--- src/rtl/bus_arbiter_4_pkg.sv ---
// Shared types and helpers for the 4-way round-robin bus arbiter.
// State encodings, requester count, grant encoding and the rotating priority search.
package bus_arbiter_4_pkg;

    localparam int NUM_REQ = 4;

    localparam logic [0:0] ST_IDLE  = 1'b0;
    localparam logic [0:0] ST_GRANT = 1'b1;

    function automatic logic [NUM_REQ-1:0] onehot2(input logic [1:0] idx);
        onehot2 = 4'b0001 << idx;
    endfunction

    // Returns {found, index}; scans start, start+1, ... mod 4 and keeps the first hit.
    function automatic logic [2:0] rr_search(input logic [NUM_REQ-1:0] req,
                                             input logic [1:0]         start);
        logic [1:0] idx;
        rr_search = 3'b000;
        for (int k = NUM_REQ - 1; k >= 0; k--) begin
            idx = start + 2'(k);
            if (req[idx]) rr_search = {1'b1, idx};
        end
    endfunction

endpackage

--- src/rtl/mux_4to1.sv ---
// Enabled 4:1 word mux; output is zero while disabled.
// Purely combinational, no backpressure.
module mux_4to1 #(
    parameter int WIDTH = 16
) (
    input  logic             en_i,
    input  logic [1:0]       sel_i,
    input  logic [WIDTH-1:0] a_i,
    input  logic [WIDTH-1:0] b_i,
    input  logic [WIDTH-1:0] c_i,
    input  logic [WIDTH-1:0] d_i,
    output logic [WIDTH-1:0] y_o
);

    always_comb begin
        y_o = '0;
        if (en_i) begin
            case (sel_i)
                2'd0:    y_o = a_i;
                2'd1:    y_o = b_i;
                2'd2:    y_o = c_i;
                default: y_o = d_i;
            endcase
        end
    end

endmodule

--- src/rtl/bus_arbiter_4.sv ---
// Round-robin arbiter for one shared internal bus with bounded tenure (MAX_HOLD cycles).
// Grant one cycle after request; registered bus word one cycle after grant; owner may drop req anytime.
module bus_arbiter_4
    import bus_arbiter_4_pkg::*;
#(
    parameter int WIDTH    = 16,
    parameter int MAX_HOLD = 8
) (
    input  logic               clk,
    input  logic               rst_n,
    input  logic [NUM_REQ-1:0] req_i,
    input  logic [WIDTH-1:0]   data_a_i,
    input  logic [WIDTH-1:0]   data_b_i,
    input  logic [WIDTH-1:0]   data_c_i,
    input  logic [WIDTH-1:0]   data_d_i,
    output logic [NUM_REQ-1:0] gnt_o,
    output logic [1:0]         owner_o,
    output logic               busy_o,
    output logic [WIDTH-1:0]   bus_data_o,
    output logic               bus_valid_o
);

    localparam int             CW       = $clog2(MAX_HOLD + 1);
    localparam logic [CW-1:0]  HOLD_MAX = CW'(MAX_HOLD);
    localparam logic [CW-1:0]  HOLD_ONE = CW'(1);

    logic [0:0]         state_q, state_d;
    logic [NUM_REQ-1:0] gnt_q, gnt_d;
    logic [1:0]         owner_q, owner_d;
    logic [1:0]         ptr_q, ptr_d;
    logic [CW-1:0]      hold_q, hold_d;
    logic [WIDTH-1:0]   bus_data_q;
    logic               bus_valid_q;

    logic [2:0]         pick;
    logic               grant_now;
    logic               busy;
    logic               take;
    logic [WIDTH-1:0]   mux_y;

    assign busy = (state_q == ST_GRANT);
    assign take = busy & req_i[owner_q];

    always_comb begin
        state_d   = state_q;
        gnt_d     = gnt_q;
        owner_d   = owner_q;
        ptr_d     = ptr_q;
        hold_d    = hold_q;
        grant_now = 1'b0;
        pick      = rr_search(req_i, ptr_q);
        case (state_q)
            ST_IDLE: begin
                if (pick[2]) grant_now = 1'b1;
            end
            default: begin
                if (!req_i[owner_q]) begin
                    if (pick[2]) begin
                        grant_now = 1'b1;
                    end else begin
                        state_d = ST_IDLE;
                        gnt_d   = '0;
                        hold_d  = '0;
                    end
                end else if (hold_q == HOLD_MAX) begin
                    // Owner is still requesting, so this search always finds someone;
                    // starting past the owner makes it compete last.
                    pick      = rr_search(req_i, owner_q + 2'd1);
                    grant_now = 1'b1;
                end else if (hold_q != '1) begin
                    hold_d = hold_q + HOLD_ONE;
                end
            end
        endcase
        if (grant_now) begin
            state_d = ST_GRANT;
            owner_d = pick[1:0];
            ptr_d   = pick[1:0] + 2'd1;
            hold_d  = HOLD_ONE;
            gnt_d   = onehot2(pick[1:0]);
        end
    end

    mux_4to1 #(.WIDTH(WIDTH)) u_mux (
        .en_i  (busy),
        .sel_i (owner_q),
        .a_i   (data_a_i),
        .b_i   (data_b_i),
        .c_i   (data_c_i),
        .d_i   (data_d_i),
        .y_o   (mux_y)
    );

    always_ff @(posedge clk or negedge rst_n) begin
        if (!rst_n) begin
            state_q     <= ST_IDLE;
            gnt_q       <= '0;
            owner_q     <= '0;
            ptr_q       <= '0;
            hold_q      <= '0;
            bus_data_q  <= '0;
            bus_valid_q <= 1'b0;
        end else begin
            state_q     <= state_d;
            gnt_q       <= gnt_d;
            owner_q     <= owner_d;
            ptr_q       <= ptr_d;
            hold_q      <= hold_d;
            bus_valid_q <= take;
            if (take) bus_data_q <= mux_y;
        end
    end

    assign gnt_o       = gnt_q;
    assign owner_o     = owner_q;
    assign busy_o      = busy;
    assign bus_data_o  = bus_data_q;
    assign bus_valid_o = bus_valid_q;

endmodule

--- config.mk ---
export PLATFORM = sky130hd
export DESIGN_NAME = bus_arbiter_4
export DESIGN_NICKNAME = d
export VERILOG_FILES = /design/src/rtl/bus_arbiter_4_pkg.sv /design/src/rtl/mux_4to1.sv /design/src/rtl/bus_arbiter_4.sv
export SDC_FILE = /design/constraint.sdc
export NUM_CORES = 1
export LEC_CHECK = 0
export BUFFER_PORTS_ARGS = -buffer_cell sky130_fd_sc_hd__buf_2
export CORE_UTILIZATION = 50
export CTS_CLUSTER_SIZE = 20
export DETAILED_ROUTE_END_ITERATION = 10
export PLACE_DENSITY_LB_ADDON = 0.3
export SLEW_MARGIN = 30
export SYNTH_ARGS = -nofsm -noshare
export SYNTH_HDL_FRONTEND = slang
export SYNTH_SLANG_ARGS = --single-unit
--- constraint.sdc ---
create_clock -name clk -period 3.2 [get_ports clk]
set_input_delay 0.16 -clock clk [delete_from_list [all_inputs] [get_ports clk]]
set_output_delay 0.16 -clock clk [all_outputs]
set_load 0.05 [all_outputs]
# After elaboration in Yosys (flattened, before gate mapping)
# Index checks and enable logic that the tools add are counted.
[classes]
eq_ne = 9
bitwise = 1
magnitude_cmp = 9
muxes = 47
n_reduce_logical = 4
n_shift = 1
add_sub_neg = 9
[ops]
columns = ["op", "count"]
rows = [
  ["16-bit case mux with 3 select lines", 1],
  ["4-bit 2-to-1 mux", 9],
  ["2-bit by 3-bit < comparator with 1-bit output, second input constant", 9],
  ["1-bit binary-select mux with 2-bit select", 9],
  ["1-bit 2-to-1 mux", 16],
  ["16-bit 2-to-1 mux", 1],
  ["2-bit 2-to-1 mux", 7],
  ["3-bit 2-to-1 mux", 4],
  ["2-bit by 1-bit adder with 2-bit output, second input constant", 4],
  ["2-bit adder, second input constant", 4],
  ["3-bit by 2-bit inequality test with 1-bit output, second input constant", 2],
  ["4-bit by 1-bit adder with 4-bit output, second input constant", 1],
  ["4-bit equality test, second input constant", 1],
  ["2-bit inequality test, second input constant", 2],
  ["4-bit inequality test, second input constant", 1],
  ["4-bit AND reduction", 1],
  ["1-bit by 2-bit left shift with 4-bit output, first input constant", 1],
  ["3-bit inequality test, second input constant", 1],
  ["3-bit AND reduction", 1],
  ["2-bit by 1-bit equality test with 1-bit output, second input constant", 1],
  ["2-bit equality test, second input constant", 1],
  ["2-bit logical NOT", 1],
  ["2-bit nonzero test", 1],
  ["1-bit bitwise AND", 1],
]
[totals]
output_inout_bits = 24
word_cells = 87
inputBits = 70
ff_bits = 30

# Longest topological paths before layout
# Gate-level depths: netlist (run 1).
[logic_depth]
word_depth = 13
depth_mapped = 9
depth_no_buf = 7

# By module
# A second synthesis (run 1) with hierarchy kept.
[unflattened]
cells_unflattened = 219
hier_area_um2 = 2080.7
[modules_own_cells]
columns = ["module", "area_per_inst_um2", "seq_area_each_um2", "n_inst", "cells_per_inst"]
rows = [
  ["bus_arbiter_4", 1556.5, 750.7, 1, 162],
  ["mux_4to1", 524.3, 0.0, 1, 57],
]

# Least setup slack after synthesis (run 1)
# No wires, ideal clock.
[synth_path]
kind = "register to register"
from = "register owner_q[0] (netlist: owner_o[0])"
to = "register gnt_q[0] (netlist: gnt_o[0])"
path_slack_ns = 0.985
required_ns = 3.079
synth_period_minus_slack_ns = 2.215
setup_time_ns = 0.121
path_stages_with_launch = 8
path_buffers = 1
arrival_ns = 2.094
cell_sequence = "dfrtp_1 > buf_4 > inv_1 > ha_1 > a221o_1 > a22oi_4 > o32ai_2 > a22o_1"
[synth_between]
elab_chain_len = 13
word_cells_on_any_way = 29
cone_classes = "add/sub (4); eq/ne (2); shift (1); mux (20); reduce/logical (2)"
[synth_rtl]
columns = ["element", "line_no", "rtl"]
rows = [
  ["start: declaration", "bus_arbiter_4.sv:29", "logic [1:0] owner_q, owner_d;"],
  ["start signal: assignment", "bus_arbiter_4.sv:106", "owner_q <= owner_d;"],
  ["2-bit by 1-bit adder with 2-bit output", "bus_arbiter_4.sv:68", "pick = rr_search(req_i, owner_q + 2'd1);"],
  ["2-bit adder", "bus_arbiter_4_pkg.sv:20", "idx = start + 2'(k);"],
  ["1-bit binary-select mux with 2-bit select", "bus_arbiter_4_pkg.sv:21", "if (req[idx]) rr_search = {1'b1, idx};"],
  ["1-bit 2-to-1 mux (implied by the code)", "bus_arbiter_4_pkg.sv:21", ""],
  ["2-bit 2-to-1 mux (4 in a row)", "bus_arbiter_4_pkg.sv:21", ""],
  ["2-bit 2-to-1 mux", "bus_arbiter_4.sv:65", "end else if (hold_q == HOLD_MAX) begin"],
  ["2-bit 2-to-1 mux", "bus_arbiter_4.sv:57", "if (!req_i[owner_q]) begin"],
  ["2-bit 2-to-1 mux", "bus_arbiter_4.sv:52", "case (state_q)"],
  ["1-bit by 2-bit left shift with 4-bit output", "bus_arbiter_4_pkg.sv:11", "onehot2 = 4'b0001 << idx;"],
  ["4-bit 2-to-1 mux", "bus_arbiter_4.sv:75", "if (grant_now) begin"],
  ["end signal: assignment", "bus_arbiter_4.sv:105", "gnt_q <= gnt_d;"],
  ["end: declaration", "bus_arbiter_4.sv:28", "logic [NUM_REQ-1:0] gnt_q, gnt_d;"],
]
# Parallel ways exist; a longest one is shown, timed or not. The select of a mux whose other input is x is not followed.
# A chain may end at the register's enable or synchronous reset.

# Final worst setup path (run 1)
# Same ends and word-level chain as after synthesis.

==> results.sh, run 1 <==
export IMPL_count_of_input_and_output_buffers=93
export IMPL_antenna_cells=0
export IMPL_hold_path_startpoint="data_d_i[12]"
export IMPL_critPathMaxStageDelay_ns=0.53
export IMPL_cts_sinks=30
export IMPL_initial_utilization_pct=52.3
export IMPL_cp_arrival_ns=2.22
export IMPL_yosysWarningCount=0
export IMPL_finalSetupTns_ns=0
export IMPL_busiest_layer="met2"
export IMPL_met1_usage_pct=30.0
export IMPL_drive_gt1_share_pct=37.7
export IMPL_core_area_sq_um=3690
export IMPL_worst_ir_drop_vdd_v=0.000666
export IMPL_relSlewSlack_pct=47.6
export IMPL_seq_area_frac_synth_pct=38.9
export IMPL_cts_tree="built"
export IMPL_grt_remaining_overflow=0
export IMPL_clock_insertion_delay_worst_skew_ns=0.28
export IMPL_layout_area_overhead_vs_synth_pct=28.2
export IMPL_buffers_inserted_during_post_cts_setup_optimization=0
export IMPL_power_density_nw_per_um2=1140
export IMPL_timing_reg2reg_worst_path_depth=7
export IMPL_h_tree_depth=2
export IMPL_post_route_min_period_ns=2.05
export IMPL_synth_cell_type_count=44
export IMPL_power_static_leakage_nw=1.21
export IMPL_post_synthesis_net_count=294
export IMPL_design_portCount=94
export IMPL_whs_endpoint="bus_data_o[12]$_DFFE_PN0P_"
export IMPL_root_buffer="sky130_fd_sc_hd__clkbuf_8"
export IMPL_ctsResizeCount=0
export IMPL_post_synth_mux_area_share_pct=3.89
export IMPL_setup_worst_path_start_class="flop"
export IMPL_post_synth_fa_ha_maj_area_fraction_pct=3.89
export IMPL_finalWorstSetupSlack_ns=1.15
export IMPL_fmaxAchievable_mhz=489
export IMPL_seq_area_sq_um=751
export IMPL_synth_seq_cells=30
export IMPL_drt_total_wl_um=4790
export IMPL_worstMarginPinSlew_ns=0.785
export IMPL_endpoint_kind="flop"
export IMPL_cts_buffers_inserted=5
export IMPL_pin_count_of_the_biggest_net_entering_global_routing=41
export IMPL_hold_viol=0
export IMPL_worst_hold_path_type="in2reg"
export IMPL_dr_pass1_iters=6
export IMPL_netlist_area_sq_um=1930
export IMPL_routabilityCongestion=0.841
export IMPL_multi_input_comb_area_sq_um=1050
export IMPL_cap_viol_max_count=0
export IMPL_timing_final_setup_violations=0
export IMPL_crit_type="reg2reg"
export IMPL_cp_required_ns=3.37
export IMPL_detail_route_antenna_nets=0
export IMPL_num_vias=1988
export IMPL_worst_path_max_delay_cell="sky130_fd_sc_hd__dfrtp_1"
export IMPL_netlist_top_cells_area="sky130_fd_sc_hd__dfrtp_1, sky130_fd_sc_hd__a222oi_1, sky130_fd_sc_hd__a21oi_1"
export IMPL_vertical_extent_of_the_die_um=64.1
export IMPL_rows=22
export IMPL_postCtsHoldBufs=1
export IMPL_postSynthCellCount=218
export IMPL_timing_hold_worst_path_depth=3
export IMPL_syn_avg_cell_area_sq_um=8.85
export IMPL_worst_r2r_endpoint="gnt_o[0]$_DFFE_PN0P_"
export IMPL_crit_path_cell_chain="inv_1 > ha_1 > inv_1 > a221o_1 > a22oi_4 > o32ai_2 > a22o_1"
export IMPL_globalRouteTotalUtil_pct=24.1
export IMPL_synthDominantCellAreaShare_pct=38.9
export IMPL_worst_r2r_setup_slack_ns=1.15
export IMPL_clkSlewWorstSetupHoldPaths_ns=0.06
export IMPL_clk_path_buf_depth=2
export IMPL_overall_die_width_um=64.1
export IMPL_vias_per_cell=5.63
export IMPL_synth_simple_area_share_pct=14.6
export IMPL_finClkSkew_ns=0.00408
export IMPL_synthXorXnorAreaFrac_pct=0.454
export IMPL_power_mw=2.82
export IMPL_drc=0
export IMPL_status="finished, final reports clean"
export IMPL_timing_final_max_slew_violations=0
export IMPL_place_worst_setup_slack_ns=1.17
export IMPL_grtUsageMet2_pct=40.4
export IMPL_drt_first_iter_violations=119
export IMPL_worst_r2r_startpoint="owner_o[0]$_DFFE_PN0P_"
export IMPL_wire_per_inst_um=13.6
export IMPL_grt_antenna_before_repair=0
export IMPL_dp_hpwl_um=3470
export IMPL_timing_critical_path_mode_cell="sky130_fd_sc_hd__inv_1"
export IMPL_critPathMaxFanout=10
export IMPL_grt_pass1_vias=1661
export IMPL_synth_compound_area_share_pct=31.7
export IMPL_fillerInstances=331
export IMPL_rsz0062_at_grt="false"
export IMPL_final_min_period_over_clock_period_pct=64.0
export IMPL_grt_use_met3_pct=6.79
export IMPL_final_nets=380
export IMPL_wire_length_of_the_first_global_routing_pass_um=7680
export IMPL_fp_dieArea_sq_um=4110
export IMPL_dominant_combinational_cell_family_by_area_after_synthesis="compound AO/OA/AOI/OAI gates"
export IMPL_yosys_area_top_type="sky130_fd_sc_hd__dfrtp_1"
==> how the worst max path moves through the flow <==
| stage | start | to | cells after the start |
|---|---|---|---|
| 2_1_floorplan | owner_o[0]$_DFFE_PN0P_ | gnt_o[0]$_DFFE_PN0P_ | 7 |
| 5_1_grt | owner_o[0]$_DFFE_PN0P_ | gnt_o[0]$_DFFE_PN0P_ | 7 |
| 3_3_place_gp | owner_o[0]$_DFFE_PN0P_ | gnt_o[0]$_DFFE_PN0P_ | 7 |
| 4_1_cts | owner_o[0]$_DFFE_PN0P_ | gnt_o[0]$_DFFE_PN0P_ | 7 |
| 3_5_place_dp | owner_o[0]$_DFFE_PN0P_ | gnt_o[0]$_DFFE_PN0P_ | 7 |
| 6_report | owner_o[0]$_DFFE_PN0P_ | gnt_o[0]$_DFFE_PN0P_ | 7 |
==> metal layers <==
layer	routed length, um	vias up
met4	51	0
met1	2120	915
met2	2230	79
met5	0	-
met3	393	7
li1	-	987
==> layout make-up <==
| type | count | area share [%] |
|---|---|---|
| Inverter | 11 | 1.77 |
| Timing Repair Buffer | 94 | 19.2 |
| Tap cell | 48 | 2.43 |
| Clock buffer | 7 | 3.49 |
| Sequential cell | 30 | 30.3 |
| Multi-Input combinational cell | 162 | 42.5 |
| Clock inverter | 1 | 0.202 |
==> synth_stat cells (all sizes together) <==
library cell,number
mux2,2
a222oi,16
clkbuf,6
nor2b,1
a22o,3
a31oi,1
nand4,1
o32a,1
o211ai,2
nand3b,1
nand3,3
o32ai,1
dfrtp,30
or2,1
nand2b,5
nor2,20
o22a,1
buf,9
inv,11
o2bb2a,1
nand2,26
mux2i,4
a21oi,30
nor3,1
a221o,2
nor4,1
xnor2,1
o21ai,28
a22oi,2
ha,6
a311oi,1
==> kinds of logic after synthesis <==
| logic type | count (synthesis) |
|---|---|
| buffers and inverters | 26 |
| XOR/XNOR | 1 |
| adder cells (fa/ha/maj) | 6 |
| AND/OR/NAND/NOR | 60 |
| AO/OA/AOI/OAI | 89 |
| multiplexers | 6 |
| flip-flops | 30 |
==> sequential cells by signal, indices dropped and copies added (netlist names) <==
register	cells
busy_o	1
bus_data_o	16
hold_q	4
ptr_q	2
gnt_o	4
owner_o	2
bus_valid_o	1
==> critical path: cells and delay by family (launching register included) <==
family	cells	cell delay (ns)
compound gates	4	0.86
flops	1	0.53
buf+inv	2	0.19
fa+ha+maj	1	0.36
==> report_power, final <==
group | internal [mW] | leakage [nW] | switching (mW)
clock | 0.173 | 0.0482 | 0.134
sequential | 0.561 | 0.351 | 0.136
combinational | 0.581 | 0.814 | 1.24
total | 1.31 | 1.21 | 1.51
==> stage by stage <==
stage	instances	instance area [sq um]	util (%)	hold slack, ns
5_1_grt	353	2470	67.1	0.193
4_1_cts	353	2470	67.1	0.184
3_5_place_dp	344	2370	64.3	0.228
6_report	353	2470	67.1	0.183
2_1_floorplan	218	1930	-	-0.136
3_3_place_gp	344	2370	64.3	0.227
==> cell usage in the layout, fill, tap and decap left out, types with 2 or more instances in the layout <==
cell type / instances
sky130_fd_sc_hd__buf_2: 93
sky130_fd_sc_hd__dfrtp_1: 30
sky130_fd_sc_hd__a21oi_1: 29
sky130_fd_sc_hd__nand2_1: 25
sky130_fd_sc_hd__o21ai_0: 24
sky130_fd_sc_hd__nor2_1: 19
sky130_fd_sc_hd__a222oi_1: 16
sky130_fd_sc_hd__inv_1: 9
sky130_fd_sc_hd__ha_1: 6
sky130_fd_sc_hd__clkbuf_8: 6
sky130_fd_sc_hd__nand2b_1: 5
sky130_fd_sc_hd__o21ai_1: 4
sky130_fd_sc_hd__mux2i_1: 3
sky130_fd_sc_hd__nand3_1: 3
sky130_fd_sc_hd__a221o_1: 2
sky130_fd_sc_hd__mux2_2: 2
sky130_fd_sc_hd__a22o_1: 2
Power figures use the tool's default switching activity.
==> inputs of run 2 (changes only) <==
--- a/config.mk
+++ b/config.mk
@@ -5,8 +5,9 @@
 export SDC_FILE = /design/constraint.sdc
 export NUM_CORES = 1
 export LEC_CHECK = 0
+export ABC_AREA = 1
 export BUFFER_PORTS_ARGS = -buffer_cell sky130_fd_sc_hd__buf_2
-export CORE_UTILIZATION = 50
+export CORE_UTILIZATION = 43
 export CTS_CLUSTER_SIZE = 20
 export DETAILED_ROUTE_END_ITERATION = 10
 export PLACE_DENSITY_LB_ADDON = 0.3
==> constraint.sdc (replaced) <==
create_clock -name clk -period 1.7 [get_ports clk]
set_input_delay 0.085 -clock clk [delete_from_list [all_inputs] [get_ports clk]]
set_output_delay 0.085 -clock clk [all_outputs]
set_load 0.05 [all_outputs]
==> run 2 against run 1 <==
Via count grew 21%. Combinational power grew to 2.8 times the previous value. Non-clock buffer count grew 16. First-iteration DRC count shrank 35%. Largest cell class unchanged. Critical path depth grew 4. Die area grew 28%. The flow now finishes with violations (setup timing).
==> results.sh, run 2 <==
export IMPL_dp_hpwl_um=4460
export IMPL_whs_endpoint="bus_data_o[4]$_DFFE_PN0P_"
export IMPL_clk_path_buf_depth=2
export IMPL_cts_sinks=30
export IMPL_worstMarginPinSlew_ns=0.646
export IMPL_pin_count_of_the_biggest_net_entering_global_routing=33
export IMPL_path_delay_family="simple AND/OR/NAND/NOR gates"
export IMPL_power_mw=7.10
export IMPL_synth_cell_type_count=30
export IMPL_finClkSkew_ns=0.00375
export IMPL_finalSetupTns_ns=-0.0719
export IMPL_crit_path_cell_chain="inv_8 > ha_4 > xor2_2 > nand2_2 > nand3_2 > nand3_1 > nand3_2 > nand2_4 > nor2_2 > nand2_1 > nand2_1"
export IMPL_place_worst_setup_slack_ns=-0.0555
export IMPL_grt_antenna_before_repair=0
export IMPL_core_area_sq_um=4750
export IMPL_synth_edff_count=0
export IMPL_rows=25
export IMPL_synth_flop_cell="sky130_fd_sc_hd__dfrtp_1"
export IMPL_detail_route_antenna_nets=0
export IMPL_hold_viol=0
export IMPL_worst_path_max_delay_cell="sky130_fd_sc_hd__dfrtp_2"
export IMPL_root_buffer="sky130_fd_sc_hd__clkbuf_8"
export IMPL_drt_first_iter_violations=77
export IMPL_synth_top_cells_by_count="sky130_fd_sc_hd__nand2_1, sky130_fd_sc_hd__dfrtp_1, sky130_fd_sc_hd__nand3_1"
export IMPL_drt_total_wl_um=5870
export IMPL_yosysWarningCount=0
export IMPL_netlist_top_cells_area="sky130_fd_sc_hd__dfrtp_1, sky130_fd_sc_hd__nand2_1, sky130_fd_sc_hd__a22o_1"
export IMPL_clkSlewWorstSetupHoldPaths_ns=0.06
export IMPL_count_of_input_and_output_buffers=93
export IMPL_initial_utilization_pct=45.1
export IMPL_final_min_period_over_clock_period_pct=101
export IMPL_yosysMostFrequentCell="sky130_fd_sc_hd__nand2_1"
export IMPL_power_density_nw_per_um2=2340
export IMPL_grt_pass1_vias=1997
export IMPL_crit_type="reg2reg"
export IMPL_synth_seq_cells=30
export IMPL_clock_insertion_delay_worst_skew_ns=0.28
export IMPL_relSlewSlack_pct=57.0
export IMPL_finalWorstSetupSlack_ns=-0.0229
export IMPL_timing_reg2reg_worst_path_depth=11
export IMPL_fp_dieArea_sq_um=5270
export IMPL_rsz0062_at_grt="true"
export IMPL_worst_r2r_startpoint="owner_o[0]$_DFFE_PN0P_"
export IMPL_violations="setup timing"
export IMPL_fillerInstances=447
export IMPL_timing_critical_path_buf_inv=1
export IMPL_post_synthesis_net_count=384
export IMPL_cp_required_ns=1.92
export IMPL_dr_pass1_iters=4
export IMPL_wire_per_inst_um=12.3
export IMPL_layout_commonest_cell="sky130_fd_sc_hd__nand2_1"
export IMPL_yosys_area_top_type="sky130_fd_sc_hd__dfrtp_1"
export IMPL_setup_worst_path_start_class="flop"
export IMPL_antenna_cells=0
export IMPL_drive_gt1_share_pct=41.0
export IMPL_worst_r2r_setup_slack_ns=-0.02
export IMPL_postSynthCellCount=308
export IMPL_status="complete, but fails checks"
export IMPL_finalHoldWorstSlack_ns=0.106
export IMPL_worst_hold_path_type="in2reg"
export IMPL_design_portCount=94
export IMPL_largest_reg_flops=16
export IMPL_hold_path_startpoint="data_d_i[4]"
export IMPL_critPathMaxStageDelay_ns=0.45
export IMPL_num_vias=2403
export IMPL_post_route_min_period_ns=1.72
export IMPL_most_used_cells_in_the_layout_excluding_fill_and_tap_cells="sky130_fd_sc_hd__nand2_1, sky130_fd_sc_hd__buf_2, sky130_fd_sc_hd__dfrtp_1"
export IMPL_cts_tree="built"
export IMPL_synthDominantCellAreaShare_pct=35.0
export IMPL_fmaxAchievable_mhz=580
export IMPL_timing_final_max_slew_violations=0
export IMPL_globalRouteTotalUtil_pct=21.3
export IMPL_vias_per_cell=5.02
export IMPL_cap_viol_max_count=0
export IMPL_h_tree_depth=2
export IMPL_cp_arrival_ns=1.95
export IMPL_timing_hold_worst_path_depth=5
export IMPL_seq_area_frac_synth_pct=35.0
export IMPL_layout_area_overhead_vs_synth_pct=41.6
export IMPL_endpoint_kind="flop"
export IMPL_vertical_extent_of_the_die_um=72.6
export IMPL_cts_buffers_inserted=5
export IMPL_drc=0
export IMPL_wire_length_of_the_first_global_routing_pass_um=8690
export IMPL_grt_remaining_overflow=0
export IMPL_syn_avg_cell_area_sq_um=6.95
export IMPL_power_static_leakage_nw=1.66
export IMPL_timing_final_setup_violations=5
export IMPL_worst_r2r_endpoint="gnt_o[3]$_DFFE_PN0P_"
export IMPL_critPathMaxFanout=5
export IMPL_final_nets=487
export IMPL_overall_die_width_um=72.6
export IMPL_routabilityCongestion=0.853
export IMPL_synth_async_reset_ratio_pct=100
export IMPL_netlist_area_sq_um=2140
export IMPL_worst_ir_drop_vdd_v=0.00158
## run 2: routing by layer
layer,wire length [um],vias up,global-route usage [%]
li1,-,1215,-
met1,2510,1090,26.5
met2,2850,89,37.1
met3,441,9,4.70
met4,69,0,5.88
met5,0,-,0
## run 2: cells by family (layout without fill, tap and decap cells)
| kind of cell | count (synthesis) | after routing | share of synthesized area, % |
|---|---|---|---|
| DFF | 30 | 30 | 35.0 |
| AOI/OAI and AO/OA | 60 | 60 | 17.2 |
| and+or+nand+nor | 173 | 173 | 34.9 |
| adders and majority gates | 6 | 6 | 3.50 |
| buffers and inverters | 36 | 140 | 8.06 |
| xor gates and xnor gates | 3 | 3 | 1.23 |
## run 2: worst min-delay path, stage by stage
cell	delay, ns
sky130_fd_sc_hd__buf_2	0.07
sky130_fd_sc_hd__nand2_1	0.04
sky130_fd_sc_hd__o21ai_0	0.06
sky130_fd_sc_hd__nand2_1	0.05
sky130_fd_sc_hd__nand2_1	0.05
## run 2: worst max-delay path by stage
stage,depth (start not counted),startpoint,endpoint
after floorplan,13,owner_o[0]$_DFFE_PN0P_,ptr_q[1]$_DFFE_PN0P_
after global placement,12,owner_o[0]$_DFFE_PN0P_,ptr_q[1]$_DFFE_PN0P_
after detailed placement,12,owner_o[0]$_DFFE_PN0P_,ptr_q[1]$_DFFE_PN0P_
after CTS,11,owner_o[0]$_DFFE_PN0P_,ptr_q[1]$_DFFE_PN0P_
after global routing,12,owner_o[0]$_DFFE_PN0P_,ptr_q[1]$_DFFE_PN0P_
final,11,owner_o[0]$_DFFE_PN0P_,gnt_o[3]$_DFFE_PN0P_
## run 2: final cells by class
class	instances	area (sq um)	share of cell area, %
Clock buffer	5	68.8	2.27
Clock inverter	3	45.0	1.48
Inverter	22	97.6	3.22
Multi-Input combinational cell	242	1370	45.2
Sequential cell	30	754	24.9
Tap cell	67	83.8	2.76
Timing Repair Buffer	110	612	20.2
## run 2: report_power, final
part | internal (mW) | switching (mW) | total, mW
Sequential | 1.05 | 0.232 | 1.28
Combinational | 1.77 | 3.34 | 5.10
Clock | 0.435 | 0.277 | 0.713
Total | 3.26 | 3.85 | 7.10
## run 2: what timing repair did
action / CTS / global route
endpoints found under the setup margin: 6 / 24
hold buffers: 1 / 0
setup buffers: 2 / 0
hold endpoints to repair: 30 / 0
resized for setup: 6 / 31
pin swaps: 5 / 16
## run 2: through the flow
step                cells  utilization, %  instance area [sq um]
finish                479            63.8                   3030
CTS                   479            61.4                   2920
global placement      468            57.9                   2750
global route          479            63.8                   3030
detailed placement    468            57.9                   2750
floorplan             308               -                   2190
==> inputs of run 3 (changes only) <==
--- a/config.mk
+++ b/config.mk
@@ -7,11 +7,12 @@
 export LEC_CHECK = 0
 export ABC_AREA = 1
 export BUFFER_PORTS_ARGS = -buffer_cell sky130_fd_sc_hd__buf_2
-export CORE_UTILIZATION = 43
+export CORE_UTILIZATION = 45
 export CTS_CLUSTER_SIZE = 20
 export DETAILED_ROUTE_END_ITERATION = 10
 export PLACE_DENSITY_LB_ADDON = 0.3
 export SLEW_MARGIN = 30
 export SYNTH_ARGS = -nofsm -noshare
 export SYNTH_HDL_FRONTEND = slang
+export SYNTH_HIERARCHICAL = 1
 export SYNTH_SLANG_ARGS = --single-unit
==> run 3 against run 2 <==
The flow now finishes without violations. Via count is 16% higher. Synthesized cell count up 26%. Clock power down 13%. Worst setup slack gained 0.050 ns. Maximum frequency rose by 3.0%. Sequential power rose by 5%. Largest cell class unchanged. Largest power group unchanged.
==> results.sh, run 3 <==
export IMPL_layout_commonest_cell="sky130_fd_sc_hd__nand2_1"
export IMPL_clkSlewWorstSetupHoldPaths_ns=0.08
export IMPL_hold_viol=0
export IMPL_most_used_cells_in_the_layout_excluding_fill_and_tap_cells="sky130_fd_sc_hd__nand2_1, sky130_fd_sc_hd__buf_2, sky130_fd_sc_hd__nor2_1"
export IMPL_cts_tree="built"
export IMPL_endpoint_kind="flop"
export IMPL_routabilityCongestion=0.860
export IMPL_clk_path_buf_depth=2
export IMPL_synth_async_reset_ratio_pct=100
export IMPL_vias_per_cell=4.89
export IMPL_worst_ir_drop_vdd_v=0.00102
export IMPL_yosysMostFrequentCell="sky130_fd_sc_hd__nand2_1"
export IMPL_post_route_min_period_ns=1.67
export IMPL_drive_gt1_share_pct=40.0
export IMPL_cp_arrival_ns=1.85
export IMPL_antenna_cells=0
export IMPL_cts_buffers_inserted=5
export IMPL_core_area_sq_um=5140
export IMPL_dr_pass1_iters=4
export IMPL_netlist_area_sq_um=2410
export IMPL_status="finished, final reports clean"
export IMPL_seq_area_frac_synth_pct=31.2
export IMPL_fmaxAchievable_mhz=598
export IMPL_synthDominantCellAreaShare_pct=31.2
export IMPL_design_portCount=94
export IMPL_detail_route_antenna_nets=0
export IMPL_rsz0062_at_grt="true"
export IMPL_h_tree_depth=2
export IMPL_grt_remaining_overflow=0
export IMPL_place_worst_setup_slack_ns=-0.0423
export IMPL_drc=0
export IMPL_timing_final_max_slew_violations=0
export IMPL_finalSetupTns_ns=0
export IMPL_synth_cell_type_count=31
export IMPL_num_vias=2785
export IMPL_globalRouteTotalUtil_pct=25.1
export IMPL_final_min_period_over_clock_period_pct=98.4
export IMPL_cap_viol_max_count=0
export IMPL_worstMarginPinSlew_ns=0.672
export IMPL_grt_pass1_vias=2463
export IMPL_setup_worst_path_start_class="flop"
export IMPL_finalWorstSetupSlack_ns=0.0271
export IMPL_worst_hold_path_type="in2reg"
export IMPL_largest_reg_flops=16
export IMPL_dp_hpwl_um=5270
export IMPL_final_nets=571
export IMPL_power_static_leakage_nw=1.96
export IMPL_wire_length_of_the_first_global_routing_pass_um=10600
export IMPL_synth_edff_count=0
export IMPL_wire_per_inst_um=12.1
export IMPL_clock_insertion_delay_worst_skew_ns=0.30
export IMPL_layout_area_overhead_vs_synth_pct=39.1
export IMPL_overall_die_width_um=75.2
export IMPL_synth_seq_cells=30
export IMPL_root_buffer="sky130_fd_sc_hd__clkbuf_8"
export IMPL_syn_avg_cell_area_sq_um=6.21
export IMPL_fillerInstances=479
export IMPL_drt_first_iter_violations=92
export IMPL_synth_flop_cell="sky130_fd_sc_hd__dfrtp_1"
export IMPL_timing_final_setup_violations=0
export IMPL_relSlewSlack_pct=55.2
export IMPL_yosysWarningCount=6
export IMPL_grt_antenna_before_repair=0
export IMPL_crit_type="reg2reg"
export IMPL_fp_dieArea_sq_um=5650
export IMPL_initial_utilization_pct=46.9
export IMPL_pin_count_of_the_biggest_net_entering_global_routing=31
export IMPL_netlist_top_cells_area="sky130_fd_sc_hd__dfrtp_1, sky130_fd_sc_hd__nand2_1, sky130_fd_sc_hd__nand3_1"
export IMPL_yosys_area_top_type="sky130_fd_sc_hd__dfrtp_1"
export IMPL_finClkSkew_ns=0.0121
export IMPL_critPathMaxFanout=7
export IMPL_vertical_extent_of_the_die_um=75.2
export IMPL_count_of_input_and_output_buffers=93
export IMPL_finalHoldWorstSlack_ns=0.198
export IMPL_post_synthesis_net_count=460
export IMPL_postSynthCellCount=388
export IMPL_cts_sinks=30
export IMPL_synth_top_cells_by_count="sky130_fd_sc_hd__nand2_1, sky130_fd_sc_hd__nand3_1, sky130_fd_sc_hd__nor2_1"
export IMPL_drt_total_wl_um=6910
export IMPL_rows=26
export IMPL_power_density_nw_per_um2=2190
export IMPL_cp_required_ns=1.87
## run 3: cell count changes after synthesis, moves of 2 or more
cell / previous run / this run
sky130_fd_sc_hd__o21ai_2: 0 / 5
sky130_fd_sc_hd__nand3_1: 21 / 48
sky130_fd_sc_hd__a31oi_1: 2 / 0
sky130_fd_sc_hd__inv_1: 18 / 33
sky130_fd_sc_hd__a21oi_1: 20 / 3
sky130_fd_sc_hd__buf_4: 0 / 3
sky130_fd_sc_hd__clkbuf_1: 10 / 3
sky130_fd_sc_hd__nor2_1: 8 / 41
sky130_fd_sc_hd__nand2_2: 5 / 14
sky130_fd_sc_hd__buf_2: 1 / 5
sky130_fd_sc_hd__ha_1: 6 / 2
sky130_fd_sc_hd__a22o_1: 16 / 0
sky130_fd_sc_hd__inv_2: 1 / 5
sky130_fd_sc_hd__nand2_1: 129 / 154
## run 3: layout make-up
class                   count  area (sq um)  share of cell area [%]
repair buffers            117           663                    19.8
inverters                  42           183                    5.45
flip-flops and latches     30           758                    22.6
multi-input cells         303          1560                    46.7
clock buffers               6          82.6                    2.47
well taps                  70          87.6                    2.61
clock inverters             2          12.5                   0.374
## run 3: logic make-up (layout without fill, tap and decap cells)
kind of cell / Yosys count / after routing / synth area share (%)
buffers and inverters: 55 / 167 / 10.3
DFF: 30 / 30 / 31.2
adders and majority gates: 2 / 2 / 1.04
AOI/OAI and AO/OA: 30 / 30 / 7.58
xor gates and xnor gates: 1 / 1 / 0.364
and+or+nand+nor: 270 / 270 / 49.5
## run 3: worst max-delay path: stages, from the launching register on
cell and delay (ns):
sky130_fd_sc_hd__dfrtp_2 0.46, sky130_fd_sc_hd__clkinv_4 0.09, sky130_fd_sc_hd__nand2_1 0.09, sky130_fd_sc_hd__nand3_2 0.12
sky130_fd_sc_hd__buf_4 0.11, sky130_fd_sc_hd__nand3_1 0.07, sky130_fd_sc_hd__o21bai_1 0.20, sky130_fd_sc_hd__nand2_1 0.09
sky130_fd_sc_hd__nand2_2 0.10, sky130_fd_sc_hd__inv_2 0.05, sky130_fd_sc_hd__nand2_2 0.08, sky130_fd_sc_hd__o21ai_2 0.07
## run 3: final timing paths
check	end	start	depth (start not counted)	slack (ns)
worst max-delay path	owner_o[1]$_DFFE_PN0P_	ptr_q[0]$_DFFE_PN0P_	11	0.03
worst min-delay path	bus_data_o[11]$_DFFE_PN0P_	data_d_i[11]	7	0.20
worst max register to register	owner_o[1]$_DFFE_PN0P_	ptr_q[0]$_DFFE_PN0P_	11	0.03
worst min register to register	gnt_o[0]$_DFFE_PN0P_	gnt_o[0]$_DFFE_PN0P_	2	0.47
max in group asynchronous	owner_o[0]$_DFFE_PN0P_	rst_n	2	0.82
min in group asynchronous	gnt_o[1]$_DFFE_PN0P_	rst_n	2	0.36
## run 3: what timing repair did
action                     in CTS  in global routing
hold endpoints to repair       30                  0
buffers inserted                0                 10
pin swaps                       0                 22
gates resized for setup         1                 51
setup endpoints to repair       8                 12
hold buffers                    1                  0
## run 3: per-layer routing
metal	part of all wire (%)	track usage (%)
met3	5.1	5.89
met5	0	0
met4	1.9	7.61
met2	50	43.7
met1	43	30.9
## run 3: per-stage QoR
| stage | util [%] | area, sq um | cells | power [mW] |
|---|---|---|---|---|
| finish | 65.2 | 3350 | 570 | 7.33 |
| global route | 65.2 | 3350 | 570 | 7.96 |
| CTS | 60.6 | 3110 | 560 | 6.73 |
| detailed placement | 58.5 | 3010 | 551 | 6.09 |
| global placement | 58.5 | 3010 | 551 | 5.99 |
| floorplan | - | 2440 | 388 | 5.02 |
## run 3: where the power goes
| part | internal, mW | switching (mW) |
|---|---|---|
| sequential | 1.06 | 0.282 |
| combinational | 1.78 | 3.58 |
| clock | 0.325 | 0.298 |
| total | 3.17 | 4.16 |
